===== src/rtl/fix_serializer_if.sv =====
// Field-in / byte-out bundle for fix_serializer.
// slave is the serializer side, master is the producer/line side.
interface fix_serializer_if;
    logic [31:0]  tag_i;
    logic [255:0] value_i;
    logic         last_i;
    logic         valid_i;
    logic         ready_o;
    logic [7:0]   data_o;
    logic         data_valid_o;
    logic         data_ready_i;
    logic         sof_o;
    logic         eom_o;

    modport master (
        output tag_i, value_i, last_i, valid_i, data_ready_i,
        input  ready_o, data_o, data_valid_o, sof_o, eom_o
    );

    modport slave (
        input  tag_i, value_i, last_i, valid_i, data_ready_i,
        output ready_o, data_o, data_valid_o, sof_o, eom_o
    );
endinterface


===== src/rtl/fix_serializer.sv =====
// FIX field serializer: emits |tag=value| per field into a byte stream.
// Define FIX_SER_CHECKSUM_EN to append the 10=NNN| checksum trailer.
module fix_serializer #(
    parameter logic [7:0] DELIM = 8'h7c
) (
    input  logic            clk,
    input  logic            rst,
    fix_serializer_if.slave bus
);
    typedef enum logic [3:0] {
        IDLE, LEAD, TAG, EQ, VAL, DLM, CK_TAG, CK_DIG, CK_DLM
    } state_t;

    // State names the byte currently held in the output register.
    state_t       state_q, state_d;
    logic [31:0]  tag_q, tag_d;
    logic [255:0] val_q, val_d;
    logic         last_q, last_d;
    logic         first_q, first_d;
    logic [2:0]   tcnt_q, tcnt_d;
    logic [5:0]   vcnt_q, vcnt_d;
    logic [7:0]   data_q, data_d;
    logic         dv_q, dv_d;
    logic         sof_q, sof_d;
    logic         eom_q, eom_d;

    logic         fire, accept, ld, stop, nsof, neom, dlm_eom;
    logic [7:0]   nb;

`ifdef FIX_SER_CHECKSUM_EN
    logic [1:0]      idx_q, idx_d;
    logic [7:0]      acc_q, acc_d;
    logic [3:0][7:0] dig;
    logic            body;

    assign dig[0]  = 8'h30 + acc_q / 8'd100;
    assign dig[1]  = 8'h30 + (acc_q / 8'd10) % 8'd10;
    assign dig[2]  = 8'h30 + acc_q % 8'd10;
    assign dig[3]  = 8'h00;
    assign dlm_eom = 1'b0;
`else
    assign dlm_eom = last_q;
`endif

    assign fire             = dv_q & bus.data_ready_i;
    assign bus.ready_o      = (state_q == IDLE) & ~rst;
    assign accept           = bus.valid_i & bus.ready_o;
    assign bus.data_o       = data_q;
    assign bus.data_valid_o = dv_q;
    assign bus.sof_o        = sof_q;
    assign bus.eom_o        = eom_q;

    always_comb begin
        state_d = state_q;
        tag_d   = tag_q;
        val_d   = val_q;
        last_d  = last_q;
        first_d = first_q;
        tcnt_d  = tcnt_q;
        vcnt_d  = vcnt_q;
        data_d  = data_q;
        dv_d    = dv_q;
        sof_d   = sof_q;
        eom_d   = eom_q;
        ld      = 1'b0;
        stop    = 1'b0;
        nsof    = 1'b0;
        neom    = 1'b0;
        nb      = 8'h00;
`ifdef FIX_SER_CHECKSUM_EN
        idx_d   = idx_q;
        acc_d   = acc_q;
`endif
        unique case (state_q)
            IDLE: if (accept) begin
                val_d  = bus.value_i;
                last_d = bus.last_i;
                if (bus.tag_i[31:24] == 8'h00) begin
                    // Dropped field: nothing emitted, but it may close the message.
                    if (bus.last_i) first_d = 1'b1;
                end else if (first_q) begin
                    tag_d   = bus.tag_i;
                    nb      = DELIM;
                    nsof    = 1'b1;
                    ld      = 1'b1;
                    first_d = 1'b0;
                    state_d = LEAD;
                end else begin
                    tag_d   = bus.tag_i << 8;
                    tcnt_d  = 3'd1;
                    nb      = bus.tag_i[31:24];
                    ld      = 1'b1;
                    state_d = TAG;
                end
            end
            LEAD: if (fire) begin
                nb      = tag_q[31:24];
                tag_d   = tag_q << 8;
                tcnt_d  = 3'd1;
                ld      = 1'b1;
                state_d = TAG;
            end
            TAG: if (fire) begin
                ld = 1'b1;
                if (tcnt_q == 3'd4 || tag_q[31:24] == 8'h00) begin
                    nb      = 8'h3d;
                    state_d = EQ;
                end else begin
                    nb     = tag_q[31:24];
                    tag_d  = tag_q << 8;
                    tcnt_d = tcnt_q + 3'd1;
                end
            end
            EQ, VAL: if (fire) begin
                ld = 1'b1;
                if ((state_q == VAL && vcnt_q == 6'd32) ||
                    val_q[255:248] == 8'h00) begin
                    nb      = DELIM;
                    neom    = dlm_eom;
                    state_d = DLM;
                end else begin
                    nb      = val_q[255:248];
                    val_d   = val_q << 8;
                    vcnt_d  = (state_q == EQ) ? 6'd1 : vcnt_q + 6'd1;
                    state_d = VAL;
                end
            end
            DLM: if (fire) begin
`ifdef FIX_SER_CHECKSUM_EN
                if (last_q) begin
                    nb      = 8'h31;
                    ld      = 1'b1;
                    idx_d   = 2'd1;
                    state_d = CK_TAG;
                end else begin
                    stop    = 1'b1;
                    state_d = IDLE;
                end
`else
                stop    = 1'b1;
                first_d = last_q;
                state_d = IDLE;
`endif
            end
`ifdef FIX_SER_CHECKSUM_EN
            CK_TAG: if (fire) begin
                ld = 1'b1;
                if (idx_q != 2'd3) begin
                    nb    = (idx_q == 2'd1) ? 8'h30 : 8'h3d;
                    idx_d = idx_q + 2'd1;
                end else begin
                    nb      = dig[0];
                    idx_d   = 2'd1;
                    state_d = CK_DIG;
                end
            end
            CK_DIG: if (fire) begin
                ld = 1'b1;
                if (idx_q != 2'd3) begin
                    nb    = dig[idx_q];
                    idx_d = idx_q + 2'd1;
                end else begin
                    nb      = DELIM;
                    neom    = 1'b1;
                    state_d = CK_DLM;
                end
            end
            CK_DLM: if (fire) begin
                stop    = 1'b1;
                first_d = 1'b1;
                state_d = IDLE;
            end
`endif
            default: state_d = IDLE;
        endcase

        if (ld) begin
            data_d = nb;
            dv_d   = 1'b1;
            sof_d  = nsof;
            eom_d  = neom;
        end else if (stop) begin
            data_d = 8'h00;
            dv_d   = 1'b0;
            sof_d  = 1'b0;
            eom_d  = 1'b0;
        end
`ifdef FIX_SER_CHECKSUM_EN
        // Body bytes are those loaded while building a field, never the lead.
        body = ld & ~nsof &
               (state_q == IDLE || state_q == LEAD || state_q == TAG ||
                state_q == EQ || state_q == VAL);
        if (ld && nsof) acc_d = 8'h00;
        else if (body)  acc_d = acc_q + nb;
`endif
    end

    always_ff @(posedge clk) begin
        if (rst) begin
            state_q <= IDLE;
            tag_q   <= '0;
            val_q   <= '0;
            last_q  <= 1'b0;
            first_q <= 1'b1;
            tcnt_q  <= '0;
            vcnt_q  <= '0;
            data_q  <= '0;
            dv_q    <= 1'b0;
            sof_q   <= 1'b0;
            eom_q   <= 1'b0;
`ifdef FIX_SER_CHECKSUM_EN
            idx_q   <= '0;
            acc_q   <= '0;
`endif
        end else begin
            state_q <= state_d;
            tag_q   <= tag_d;
            val_q   <= val_d;
            last_q  <= last_d;
            first_q <= first_d;
            tcnt_q  <= tcnt_d;
            vcnt_q  <= vcnt_d;
            data_q  <= data_d;
            dv_q    <= dv_d;
            sof_q   <= sof_d;
            eom_q   <= eom_d;
`ifdef FIX_SER_CHECKSUM_EN
            idx_q   <= idx_d;
            acc_q   <= acc_d;
`endif
        end
    end
endmodule


===== src/flat_wrapper.sv =====
// flat-port wrapper written by rule: the top's interface ports become plain ports
module fix_serializer_flat 
#(
    parameter logic [7:0] DELIM = 8'h7c
)
  (clk, rst, bus_tag_i, bus_value_i, bus_last_i, bus_valid_i, bus_data_ready_i, bus_ready_o, bus_data_o, bus_data_valid_o, bus_sof_o, bus_eom_o);
  fix_serializer_if bus_i ();
  input  logic clk;
  input  logic rst;
  input wire logic [$bits(bus_i.tag_i)-1:0] bus_tag_i;
  input wire logic [$bits(bus_i.value_i)-1:0] bus_value_i;
  input wire logic [$bits(bus_i.last_i)-1:0] bus_last_i;
  input wire logic [$bits(bus_i.valid_i)-1:0] bus_valid_i;
  input wire logic [$bits(bus_i.data_ready_i)-1:0] bus_data_ready_i;
  output wire logic [$bits(bus_i.ready_o)-1:0] bus_ready_o;
  output wire logic [$bits(bus_i.data_o)-1:0] bus_data_o;
  output wire logic [$bits(bus_i.data_valid_o)-1:0] bus_data_valid_o;
  output wire logic [$bits(bus_i.sof_o)-1:0] bus_sof_o;
  output wire logic [$bits(bus_i.eom_o)-1:0] bus_eom_o;
  assign bus_i.tag_i = bus_tag_i;
  assign bus_i.value_i = bus_value_i;
  assign bus_i.last_i = bus_last_i;
  assign bus_i.valid_i = bus_valid_i;
  assign bus_i.data_ready_i = bus_data_ready_i;
  assign bus_ready_o = bus_i.ready_o;
  assign bus_data_o = bus_i.data_o;
  assign bus_data_valid_o = bus_i.data_valid_o;
  assign bus_sof_o = bus_i.sof_o;
  assign bus_eom_o = bus_i.eom_o;
  fix_serializer #(.DELIM(DELIM)) u_core (.clk(clk), .rst(rst), .bus(bus_i));
endmodule

===== config.mk =====
export PLATFORM = sky130hd
export DESIGN_NAME = fix_serializer_flat
export DESIGN_NICKNAME = d
export VERILOG_FILES = /design/src/rtl/fix_serializer_if.sv /design/src/rtl/fix_serializer.sv /design/src/flat_wrapper.sv
export SDC_FILE = /design/constraint.sdc
export NUM_CORES = 1
export LEC_CHECK = 0
export CAP_MARGIN = 20
export CORE_MARGIN = 2
export CORE_UTILIZATION = 53
export DETAILED_ROUTE_END_ITERATION = 10
export PLACE_DENSITY = 0.81
export RECOVER_POWER = 100
export SYNTH_ARGS = -nofsm -noshare
export SYNTH_HDL_FRONTEND = slang
export SYNTH_SLANG_ARGS = --single-unit

===== constraint.sdc =====
create_clock -name clk -period 2.95 [get_ports clk]
set_input_delay 0.4425 -clock clk [delete_from_list [all_inputs] [get_ports clk]]
set_output_delay 0.4425 -clock clk [all_outputs]
set_load 0.005 [all_outputs]

==> impl.org <==
** Floorplanning
- Initial standard-cell utilization of the core :: between 50% and 60%
- The die is about 180 µm wide.
- The die covers around 32000 µm².
- 305 I/O pins were placed.
- Measured along the y axis, the die boundary spans approximately 180 µm.
- The floorplan has 63 rows.
- The total area inside the core boundary comes to ~30000 µm².

** Timing
- Total Neg Setup Slack :: 0 ps
- Final worst slack :: about 240 ps
- Slew of the pin with the lowest slew margin :: around 1000 ps
- The worst pin sits at a relative slew slack of about a third.
- Setup violations remaining at the end of the flow were counted as 0.
- After layout, the worst path uses between 90% and 100% of the clock period.
- RSZ-0062 raised after global routing :: false
- The clock arrives with between 10 and 15 ps of skew.
- The count of final hold-check violations came to 0.
- Max-slew violation total from the final report :: 0
- For the finished layout, the period the worst path requires is ~2700 ps.
- Highest attainable clock frequency :: roughly 370 MHz

** Layout
- Summing all non-filler instances in the final layout gives an area of between 15000 and 20000 µm².
- The multi-input combinational cells in the finished layout cover a total of between 8000 and 9000 µm².
- Area occupied by registers :: between 6000 and 7000 µm²
- Growth of design area from synthesis to finish :: 22.7%
- Cells with a size suffix above 1 make up approximately 11% of the layout.
- Number of fill cells in the layout :: ~2400
- Nets :: 2324

** Logic synthesis
- Summing the areas of all compound-gate instances in the mapped netlist gives around a third of the synthesized area.
- During synthesis, Yosys emitted a total of 0 warnings.
- Summing every instance area after synthesis gives between 15000 and 20000 µm².
- Area share of and/or/nand/nor cells after synthesis :: between 10% and 20%
- Sequential cell area fraction in the yosys report :: between 30 and 40%
- After synthesis, the share of cell area in mux cells is under 10%.
- Xor and xnor area share after synthesis :: less than 1%
- The number of nets in the synthesized netlist is around 2100.
- Count of different cell masters after synthesis :: between 50 and 60
- Count of mapped cells out of synthesis :: ~1800
- Mean cell area of the mapped netlist :: about 8.6 µm²
- Among all flip-flop cells after synthesis, the most frequent one is dfxtp_1.
- By area, the combinational part of the netlist is dominated by compound AO/OA/AOI/OAI gates.
- Yosys mapped a number of flops with a built-in enable equal to 0.
- Flip-flop and latch count after synthesis :: 313
- Area share of fa/ha/maj cells after synthesis :: 0.313%
- Of all flip-flops after synthesis, the portion carrying an async set or reset was 0%.

** Routing
- The final route contains approximately 15000 vias.
- The detail route stage leaves a number of antenna-violating nets equal to 0.
- Final routed wire length divided by cell count :: around 19 µm
- Routed wire length on met2 :: 21100 µm
- DR iter-0 viols :: ~1200
- Routed via count divided by cell count :: just over 6
- DR DRC count :: 0
- The first TritonRoute pass finished after 6 iterations.
- Wire length the detailed router placed on met1 :: 20100 µm
- Routed wire length :: ~46000 µm
- In this run the top signal layer used is met5.
- Detailed routing placed a total of roughly 3400 µm of wire on met3.

** Setup path
- The number of buffers and inverters on the critical path is 2.
- Of all nets on the critical path, the largest fanout is 20.
- In this run the critical register-to-register path is launched from u_core.state_q[2]$_SDFFE_PP0P_.
- For the worst flop-to-flop path, the logic depth is 7.
- Sort of element at the end of the critical path :: flop
- The critical path starts at u_core.state_q[2]$_SDFFE_PP0P_.
- Following the worst setup path forward leads to its endpoint at u_core.val_q[131]$_SDFFE_PP0P_.
- The critical path in this run is classified as flop to flop.
- The largest individual stage delay along the critical path comes from the cell dfxtp_1.
- STA classifies the critical path startpoint as a flop.
- CP Depth :: 7
- Delay of the slowest cell on the worst path :: between 500 and 600 ps
- Arrival time of data at the critical path endpoint :: ~3100 ps
- Cell Chain, Critical Path :: nor3b_2 > o21ai_0 > o21ai_4 > and2_4 > clkbuf_4 > clkbuf_2 > a311oi_1
- CP delay by family, top :: simple AND/OR/NAND/NOR gates
- Data on the critical path is required at its endpoint by between 3000 and 4000 ps.
- Worst setup slack for register-to-register paths :: approximately 240 ps
- Worst R2R End :: u_core.val_q[131]$_SDFFE_PP0P_

** Placement
- Summed over all nets, the half-perimeter wirelength after detailed placement is about 30000 µm.
- At the placement stage, the worst setup path has a slack of between 150 and 200 ps.
- Port buffering added roughly 300 buffers.
- Summing all placed instances gives a cell area of between 15000 and 20000 µm².
- RD Place Congestion :: just under 0.9

** CTS
- Clock-pin slew was measured on the worst setup and hold paths at 60 ps.
- For this design, the CTS-stage hold fixing added 0 buffers.
- Post-CTS repair changed the size of 0 cells.
- Total setup buffers inserted after CTS :: 0
- TritonCTS built the clock tree.
- In this run, CTS created clock tree buffers numbering 34.
- Maximum clock insertion buffer count :: 3
- H-Tree Depth :: 2
- Master cell of the clock root buffer :: clkbuf_16
- Clock Sink Count :: around 310
- Clock latency on the worst-skew pair, taken at its later pin, is ~500 ps.

** Status
- The run finished with clean final reports.

** GRT
- In the global route stage, overall resource usage came out at approximately 28%.
- Pin count of the biggest net entering global routing :: roughly 170
- The number of global-route vias before repair was 14296.
- The initial antenna violation count was 6.
- Wire length of the first global-routing pass :: approximately 74000 µm
- Grt ovf :: 0

** Power and ir drop
- Leak pwr :: around 7 nW
- Ratio of total power to cell area :: between 500 and 600 nW/µm²
- Summing internal, switching and leakage power gives around 11 mW.
- VDD IR max :: 309 µV

** Min path
- Path category of the worst min-delay check :: input port to flop

** Job
- Number of maximum-capacitance constraint violations :: 0
==> flip-flops by register name, indices dropped and copies added (netlist names) <==
name                     flops
u_core.val_q               256
u_core.tag_q                32
u_core.bus.data_o            8
u_core.vcnt_q                6
u_core.state_q               3
u_core.tcnt_q                3
u_core.bus.data_valid_o      1
u_core.bus.eom_o             1
u_core.bus.sof_o             1
u_core.dlm_eom               1
u_core.first_q               1
==> cell usage after synthesis, types with 2 or more instances <==
cell      number  area, µm²
nor4_1         8       50.1
a311oi_1      49        429
o21ai_2        2       17.5
or3_1          3       18.8
buf_2         52        260
and2_1         6       37.5
a211o_1        3       26.3
nand3b_1       2       15.0
nand3_1       37        185
a22oi_1        2       15.0
a311oi_2     200       3000
o31a_1         2       17.5
nor2_1        49        184
nand4_1        3       18.8
nor2b_1        4       25.0
nand2_1      517       1940
ha_1           4       50.1
a221o_1       24        240
a21oi_1      297       1490
clkbuf_1     118        443
nor3_1         4       20.0
a211oi_1       2       15.0
o311ai_0       2       17.5
inv_1          6       22.5
or3b_1         3       26.3
a22o_1        12        105
a31oi_1        5       31.3
buf_4          3       22.5
o31ai_1        2       15.0
buf_6         24        270
o21ai_0       18       90.1
o211ai_1       2       15.0
a32oi_1        5       43.8
dfxtp_1      313       6270
mux2i_1       25        250
buf_1          7       26.3
nor3b_1        2       15.0
nand4b_1       9       78.8
==> through the flow <==
step	utilization (%)	hold slack, ps	cells
floorplan	-	442	1847
global placement	64.2	451	2380
detailed placement	64.2	458	2380
CTS	67.8	243	2435
global route	66.2	258	2438
finish	66.2	250	2439
==> cells in the final DEF (no fill, tap or decap), types with 4 or more instances in the layout <==
cell type        synthesis  layout
nand2_1                517     517
dfxtp_1                313     312
a21oi_1                297     298
clkdlybuf4s50_1          0     289
a311oi_2               200     125
a311oi_1                49     124
nor2_1                  49      48
nand3_1                 37      37
clkbuf_16                0      35
mux2i_1                 25      25
a221o_1                 24      24
buf_4                    3      21
o21ai_0                 18      19
dlygate4sd3_1            0      14
buf_12                   0      13
a22o_1                  12      12
nand4b_1                 9       9
clkbuf_1               118       9
nor4_1                   8       8
inv_1                    6       6
clkbuf_8                 0       6
a32oi_1                  5       5
a31oi_1                  5       5
and2_1                   6       5
nor3_1                   4       4
nor2b_1                  4       4
ha_1                     4       4
clkinv_2                 0       4
clkbuf_2                 1       4
==> cell families (layout without fill, tap and decap cells) <==
group	count (synthesis)	in the layout
AND/OR/NAND/NOR	658	658
AO/OA/AOI/OAI	634	634
flip-flops	313	313
buffers and inverters	211	410
multiplexers	26	26
adder cells (fa/ha/maj)	4	4
XOR/XNOR	1	1
other	0	3
==> area by class of cell <==
| type | count | area share [%] |
|---|---|---|
| diodes | 3 | 0.0383 |
| clock buffers | 46 | 4.98 |
| clock inverters | 9 | 0.530 |
| inverters | 6 | 0.115 |
| multi-input cells | 1323 | 41.9 |
| flip-flops and latches | 313 | 32.0 |
| well taps | 390 | 2.49 |
| repair buffers | 349 | 18.0 |
==> report_power, final <==
part	internal, mW	total, mW	switching (mW)	leakage [nW]
clock	2.49	4.18	1.70	0.529
sequential	4.68	4.97	0.282	2.57
combinational	1.12	2.32	1.21	3.92
==> metal layers <==
| metal | track usage, % | vias to the layer above |
|---|---|---|
| met5 | 0 | - |
| met4 | 10.7 | 6 |
| met3 | 4.86 | 116 |
| met2 | 44.5 | 622 |
| met1 | 38.8 | 7128 |
| li1 | - | 7136 |
==> how the worst min path moves through the flow <==
stage / startpoint / end / slack (ps) / cells after the start
after floorplan: u_core.val_q[0]$_SDFFE_PP0P_ / u_core.val_q[0]$_SDFFE_PP0P_ / 440 / 1
after detailed placement: u_core.tag_q[11]$_SDFFE_PP0P_ / u_core.tag_q[11]$_SDFFE_PP0P_ / 460 / 2
final: rst / u_core.val_q[58]$_SDFFE_PP0P_ / 250 / 2
after global placement: u_core.tag_q[15]$_SDFFE_PP0P_ / u_core.tag_q[15]$_SDFFE_PP0P_ / 450 / 2
after global routing: rst / u_core.val_q[58]$_SDFFE_PP0P_ / 260 / 2
after CTS: rst / u_core.val_q[58]$_SDFFE_PP0P_ / 240 / 2
==> worst reg2reg max path, stage by stage (launching register included) <==
cell,delay (ps)
dfxtp_1,510
nor3b_2,460
o21ai_0,280
o21ai_4,170
and2_4,310
clkbuf_4,400
clkbuf_2,310
a311oi_1,120
(Power assumes the default switching activity.)
